## src/rtl/bcd_counter_n.sv

```systemverilog
// Multi-digit BCD up/down counter with tick prescaler, load/clear,
// wrap or saturate at terminal value, and active-low 7-seg per digit.
//
// Ports:
//   clk      - system clock, rising edge
//   reset    - asynchronous active-low reset
//   en       - count enable; prescaler and count freeze when low
//   up_dn    - 1 = count up, 0 = count down
//   wrap     - 1 = wrap at terminal value, 0 = saturate
//   clear    - synchronous clear (highest priority)
//   load     - synchronous parallel load of load_val (clamped)
//   load_val - packed BCD load value, digit i in [4i+3:4i]
//   bcd      - registered packed BCD count
//   seg      - active-low segments {g,f,e,d,c,b,a}, digit i in [7i+6:7i]
//   tick     - one-cycle pulse per count tick
//   tc       - one-cycle pulse when a tick hits the terminal value
//   done     - saturate mode and count sits at the terminal value
module bcd_counter_n #(
  parameter int NUM_DIGITS = 4,
  parameter int DIV_MAX    = 12500000,
  parameter int DIV_W      = 26,
  parameter int MSD_MAX    = 9
) (
  input  logic                    clk,
  input  logic                    reset,
  input  logic                    en,
  input  logic                    up_dn,
  input  logic                    wrap,
  input  logic                    clear,
  input  logic                    load,
  input  logic [4*NUM_DIGITS-1:0] load_val,
  output logic [4*NUM_DIGITS-1:0] bcd,
  output logic [7*NUM_DIGITS-1:0] seg,
  output logic                    tick,
  output logic                    tc,
  output logic                    done
);

  localparam int BW = 4*NUM_DIGITS;
  localparam logic [DIV_W-1:0] PMAX = DIV_W'(DIV_MAX-1);
  localparam logic [3:0] MSD_V = 4'(MSD_MAX);

  function automatic logic [3:0] dmax(input int i);
    return (i == NUM_DIGITS-1) ? MSD_V : 4'd9;
  endfunction

  function automatic logic [6:0] seg7(input logic [3:0] d);
    logic [6:0] s;
    s = 7'b1111111;
    unique case (d)
      4'd0:    s = 7'b1000000;
      4'd1:    s = 7'b1111001;
      4'd2:    s = 7'b0100100;
      4'd3:    s = 7'b0110000;
      4'd4:    s = 7'b0011001;
      4'd5:    s = 7'b0010010;
      4'd6:    s = 7'b0000010;
      4'd7:    s = 7'b1111000;
      4'd8:    s = 7'b0000000;
      4'd9:    s = 7'b0010000;
      default: s = 7'b1111111;
    endcase
    return s;
  endfunction

  logic [DIV_W-1:0] presc;
  logic             tick_cyc;
  logic             at_term;
  logic [BW-1:0]    term_up;
  logic [BW-1:0]    bcd_nxt;
  logic [BW-1:0]    bcd_upd;
  logic [BW-1:0]    bcd_ld;
  logic             carry;
  logic [3:0]       dig;

  assign tick_cyc = en && (presc == PMAX);

  always_comb begin
    term_up = '0;
    for (int i = 0; i < NUM_DIGITS; i++)
      term_up[4*i +: 4] = dmax(i);
  end

  assign at_term = up_dn ? (bcd == term_up)
                         : (bcd == '0);
  assign done = !wrap && at_term;

  // Carry/borrow ripples through all digits in one cycle; at the
  // terminal value this naturally yields the wrapped value.
  always_comb begin
    carry   = 1'b1;
    dig     = 4'd0;
    bcd_nxt = bcd;
    for (int i = 0; i < NUM_DIGITS; i++) begin
      dig = bcd[4*i +: 4];
      if (carry) begin
        if (up_dn) begin
          if (dig >= dmax(i)) dig = 4'd0;
          else begin
            dig   = dig + 4'd1;
            carry = 1'b0;
          end
        end else begin
          if (dig == 4'd0) dig = dmax(i);
          else begin
            dig   = dig - 4'd1;
            carry = 1'b0;
          end
        end
      end
      bcd_nxt[4*i +: 4] = dig;
    end
  end

  assign bcd_upd = (at_term && !wrap) ? bcd : bcd_nxt;

  always_comb begin
    bcd_ld = '0;
    for (int i = 0; i < NUM_DIGITS; i++)
      bcd_ld[4*i +: 4] = (load_val[4*i +: 4] > dmax(i))
                       ? dmax(i) : load_val[4*i +: 4];
  end

  always_comb begin
    seg = '1;
    for (int i = 0; i < NUM_DIGITS; i++)
      seg[7*i +: 7] = seg7(bcd[4*i +: 4]);
  end

  always_ff @(posedge clk or negedge reset) begin
    if (!reset) begin
      presc <= '0;
      bcd   <= '0;
      tick  <= 1'b0;
      tc    <= 1'b0;
    end else if (clear) begin
      presc <= '0;
      bcd   <= '0;
      tick  <= 1'b0;
      tc    <= 1'b0;
    end else if (load) begin
      presc <= '0;
      bcd   <= bcd_ld;
      tick  <= 1'b0;
      tc    <= 1'b0;
    end else if (tick_cyc) begin
      presc <= '0;
      bcd   <= bcd_upd;
      tick  <= 1'b1;
      tc    <= at_term;
    end else begin
      if (en) presc <= presc + 1'b1;
      tick <= 1'b0;
      tc   <= 1'b0;
    end
  end

endmodule

```

## config.mk

```make
export PLATFORM = sky130hd
export DESIGN_NAME = bcd_counter_n
export DESIGN_NICKNAME = d
export VERILOG_FILES = /design/src/rtl/bcd_counter_n.sv
export SDC_FILE = /design/constraint.sdc
export NUM_CORES = 1
export LEC_CHECK = 0
export ABC_AREA = 1
export BUFFER_PORTS_ARGS = -buffer_cell sky130_fd_sc_hd__buf_2
export CORE_MARGIN = 3
export CORE_UTILIZATION = 60
export CTS_BUF_LIST = sky130_fd_sc_hd__clkbuf_16
export DETAILED_ROUTE_END_ITERATION = 6
export PLACE_DENSITY = 0.85
export SYNTH_ARGS = -nofsm -noshare
export SYNTH_HDL_FRONTEND = slang
export SYNTH_SLANG_ARGS = --single-unit
export TNS_END_PERCENT = 100
```

## constraint.sdc

```tcl
create_clock -name clk -period 3.24 [get_ports clk]
set_clock_uncertainty 0.05 [all_clocks]
set_input_delay 0.324 -clock clk [delete_from_list [all_inputs] [get_ports clk]]
set_output_delay 0.324 -clock clk [all_outputs]
set_load 0.02 [all_outputs]
```

Word level (Yosys, flattened, before mapping)
Memory sizes are Yosys's and may differ from the RTL's. Index checks and enable logic that the tools add are counted.

Add/sub/neg operators: 9. Mux-type cells: 45. Reduce and logical (&&, ||, !) cells: 17. Magnitude comparators: 8. Eq/ne operators: 3.

Operators with widths (number): $mux W26 (4); $mux W4 (19); $mux W16 (4); $add A26 B1 Y26 const B (1); $eq A26 B24 Y1 const B (1); $mux W1 (18); $add A4 B1 Y4 const B (4); $eq A16 B16 Y1 const B (1); $ge A4 B4 Y1 const B (4); $gt A4 B4 Y1 const B (4); $logic_not A16 Y1 (1); $logic_not A4 Y1 (4); $sub A4 B1 Y4 const B (4); $reduce_bool A3 Y1 (4); $reduce_and A3 Y1 (3); $reduce_bool A4 Y1 (1); $ne A3 B3 Y1 const B (1); $logic_and A1 B1 Y1 (2); $reduce_and A2 Y1 (1); $logic_not A1 Y1 (1).

Word-level logic and storage cells: 93. Memories kept: 4. Bits in read-only memories: 448. Input port bits: 23. Output and inout port bits: 47. Flip-flop bits (word level): 44.

Memories: (name not given) (words 16, width 7, read ports 1, clocked after memory_dff 0, write ports 0, RTL line 50) `unique case (d)`; (name not given) (words 16, width 7, read ports 1, clocked after memory_dff 0, write ports 0, RTL line 50); (name not given) (words 16, width 7, read ports 1, clocked after memory_dff 0, write ports 0, RTL line 50); (name not given) (words 16, width 7, read ports 1, clocked after memory_dff 0, write ports 0, RTL line 50).

Longest topological paths before layout
Depth in word-level cells: 10. Mapped depth: 13. Depth with buffers taken out: 13.

Worst setup path after synthesis
OpenSTA, ideal clock, no wires.

Path type: register -> output. Start point: register bcd[12]. End point: output seg[24]. Cell stages (with the launch flop): 6. Setup slack: 1.233 ns. Required time: 2.866 ns. Data arrival time: 1.633 ns. Path buffers: 0. Cell sequence: dfrtp_1 > inv_1 > ha_1 > nand2_1 > inv_1 > o21ai_0.

Word-level cells in the longest chain between the ends: 1.

RTL lines: from (decl) (RTL line 32) `output logic [4*NUM_DIGITS-1:0] bcd,`; from (signal assigned) (RTL line 143) `bcd <= bcd_ld;`; from (signal assigned) (RTL line 148) `bcd <= bcd_upd;`; $mem_v2 Z16 W7; to (decl) (RTL line 33) `output logic [7*NUM_DIGITS-1:0] seg,`.

No other way between the ends.

Worst setup path in the final report
Start point: register bcd[4]. End point: output done.

Word-level cells in the longest chain between the ends: 3. Elaborated cells on any way between the ends: 4. Those cells by class: 1 x eq/ne; 1 x mux; 2 x reduce/logical.

RTL lines: $eq A16 B16 Y1 or $logic_not A16 Y1 (tied branches) (RTL line 84, 85); $mux W1 * (RTL line 84) `assign at_term = up_dn ? (bcd == term_up)`; $logic_and A1 B1 Y1 * (RTL line 86) `assign done = !wrap && at_term;`; to (decl) (RTL line 36) `output logic done`.

Mark *: on every way between the ends. The rest lies on a longest branch, timed or not.

==> impl_metrics.toml <==
[setup_path]
crit_end = "done"
critPathMaxFanout = 7
cp_num_cells = 9
crit_family = "simple AND/OR/NAND/NOR gates"
crit_path_start = "bcd[4]$_DFFE_PN0P_"
critPathBufInv = 3
crit_chain = "inv_1, ha_1, nand2_1, nor2_1, nand3_1, nand2_1, inv_1, nor2_1, buf_2"
critPathCaptureType = "output pin"
worst_ep_required_time_ps = 2870
r2r-end = "bcd[11]$_DFFE_PN0P_"
regToRegSetupSlack_ps = 1180
criticalPathCategory = "register to output pin"
slowest_delay_ps = 460
startpoint_type = "register"
cp_slowest_cell = "dfrtp_1"
cp.arrival_ps = 1990
r2r_start = "bcd[4]$_DFFE_PN0P_"
reg2regPathDepth = 11

[placement]
gp_congestion = 0.9350
port-buffer-count = 69
dp_cells = 790
dp_hpwl_um = 8254
pre_cts_slack_ps = 1222

[synth]
synth_edf_count = 0
yosysWarnings = 0
netlist_area_sq_um = 4190
synth_top_area_share_pct = 26.28
synth.net_count = 693
synthTopCellsByArea = "dfrtp_1, nand2_1, nor2_1, nand3_1, ha_1"
synth_ff_type = "dfrtp_1"
syn_area_per_cell_sq_um = 6.476
ys_ff_latch = 44
syn-instance-count = 647
yosysSeqAreaShare_pct = 26.28
yosys.area.top_type = "dfrtp_1"
synth.distinct_cells = 46
async_reset_ff_share_pct = 100.0

[sta]
tightest_slew_ps = 966.2
fin_crit_ps = 2364
hold_viol = 0
finalSetupTns_ps = 0
rsz0062_at_grt = "no"
fmax_mhz = 423.0
timing.final.crit_share_pct = 72.96
finalMaxSlewViolations = 0
slew_headroom_pct = 35.59
setup_viol_count_final = 0
fin_ws_ps = 876.1

[floorplan]
core_area_sq_um = 6568
die_w_um = 89.57
row_count = 29
initial_core_util_pct = 63.80
die_area_sq_um = 8023
boundaryPins = 70
fp.dieH_um = 89.57

[power_and_ir_drop]
pwr_density_cell_nw_per_um2 = 430.2
p_total_mw = 2.014
p_leak_nw = 2.441
max-vdd-ir-drop_uv = 250.8

[final_layout]
layout_commonest_cell = "nand2_1"
antenna_cells = 0
fillers = 561
layout.nets = 750
final_cell_mix = "nand2_1, nor2_1, buf_2"
area_growth_pct = 11.71
fin_cells = 798
drive_gt1_share_pct = 18.72

[flow_run]
cap_violations = 0

[drt]
via_per_inst = 5.637
top_layer = "met4"
routedWlPerCell_um = 13.90
met3_length_um = 990
drc = 0
wl_met2_um = 4865
vias = 4498
wl_met1_um = 5149
wirelength_um = 11090
detail_route.first_pass.iterations = 5
postRouteAntennaNets = 0
drtIter0Drc = 295

[clocking]
clock_latency_ps = 290
h-tree-depth = 2
cts_made_buffers = 5
clockBufferDepth = 2
cts_root_buf = "clkbuf_16"
path_clk_slew_ps = 70
cts_tree = "done"
cts.sinks = 44
cts_hold_buf = 0
ctsResizeCount = 0
cts_setup_buffers = 0

[hold_path]
holdCritPathClass = "input port to asynchronous set/reset pin"

[run_status]
status = "finished clean"

[global_route]
antenna_found_initial = 0
overflow = 0
grt_pass1_vias = 3922
grt_pass1_wl_um = 18460
grt_max_degree = 45
grtUsageTotal_pct = 28.94
[where the power goes]
group | leakage [nW] | switching (mW) | internal, mW
combinational | 1.76 | 0.518 | 0.253
sequential | 0.597 | 0.0784 | 0.579
clock | 0.0814 | 0.223 | 0.363
total | 2.44 | 0.819 | 1.19
[cell families (layout without fill, tap and decap cells)]
logic type,Yosys count,after routing,synth area share (%)
buffers and inverters,96,154,10.33
adders and majority gates,23,23,6.868
xor gates and xnor gates,7,7,1.463
DFF,44,44,26.28
AOI/OAI and AO/OA,88,88,11.53
and+or+nand+nor,389,389,43.54
[Yosys cell counts (all sizes together) (2+ instances only)]
cell    number
a211oi       3
a21oi       29
buf         18
clkinv       2
dfrtp       44
ha          23
inv         75
nand2      195
nand3       66
nand3b       2
nand4       16
nor2        97
nor3         9
o21ai       49
or2          2
xor2         6
[worst register-to-register path, stage by stage (launching register included)]
cell,delay [ps]
dfrtp_1,460
inv_1,180
ha_1,290
nand2_1,120
nor2_2,140
nand2_1,80
nand2_2,120
nand2_2,80
o21ai_4,200
nand2_2,100
nand2_1,70
nand2_1,60
[registers in the layout, summed over array words and instances (netlist names)]
signal,flops
presc,26
bcd,16
tc,1
tick,1
[metrics by stage]
step / utilization, % / instance area, sq um / hold WS (ps)
after floorplan: - / 4190 / -21.59
after global placement: 68.72 / 4513 / 438.3
after detailed placement: 68.72 / 4513 / 447.9
after CTS: 71.27 / 4681 / 184.6
after global routing: 71.27 / 4681 / 212.7
final: 71.27 / 4681 / 133.1
[layer usage]
metal,GRT usage (%),vias to the layer above
met5,0,-
met4,5.819,0
met3,6.022,8
met2,44.48,212
met1,42.20,2068
li1,-,2210
[how the worst min path moves through the flow]
stage / startpoint / slack [ps] / depth (start not counted) / endpoint
2_1_floorplan: reset / -20 / 0 / bcd[0]$_DFFE_PN0P_
3_3_place_gp: presc[25]$_DFFE_PN0P_ / 440 / 2 / presc[25]$_DFFE_PN0P_
5_1_grt: reset / 210 / 1 / presc[19]$_DFFE_PN0P_
6_report: reset / 130 / 1 / presc[16]$_DFFE_PN0P_
3_5_place_dp: presc[25]$_DFFE_PN0P_ / 450 / 2 / presc[25]$_DFFE_PN0P_
4_1_cts: reset / 180 / 1 / presc[19]$_DFFE_PN0P_
[layout make-up]
type                       count  area, sq um  share of cell area (%)
clock inverter                 3        42.54                  0.9088
timing repair buffer          69        345.3                   7.378
inverter                      77        294.0                   6.282
multi-input combinational    507         2656                   56.75
sequential                    44         1101                   23.52
clock buffer                   5        125.1                   2.673
tap                           93        116.4                   2.486
No activity file was read; power rests on OpenSTA's default activity.
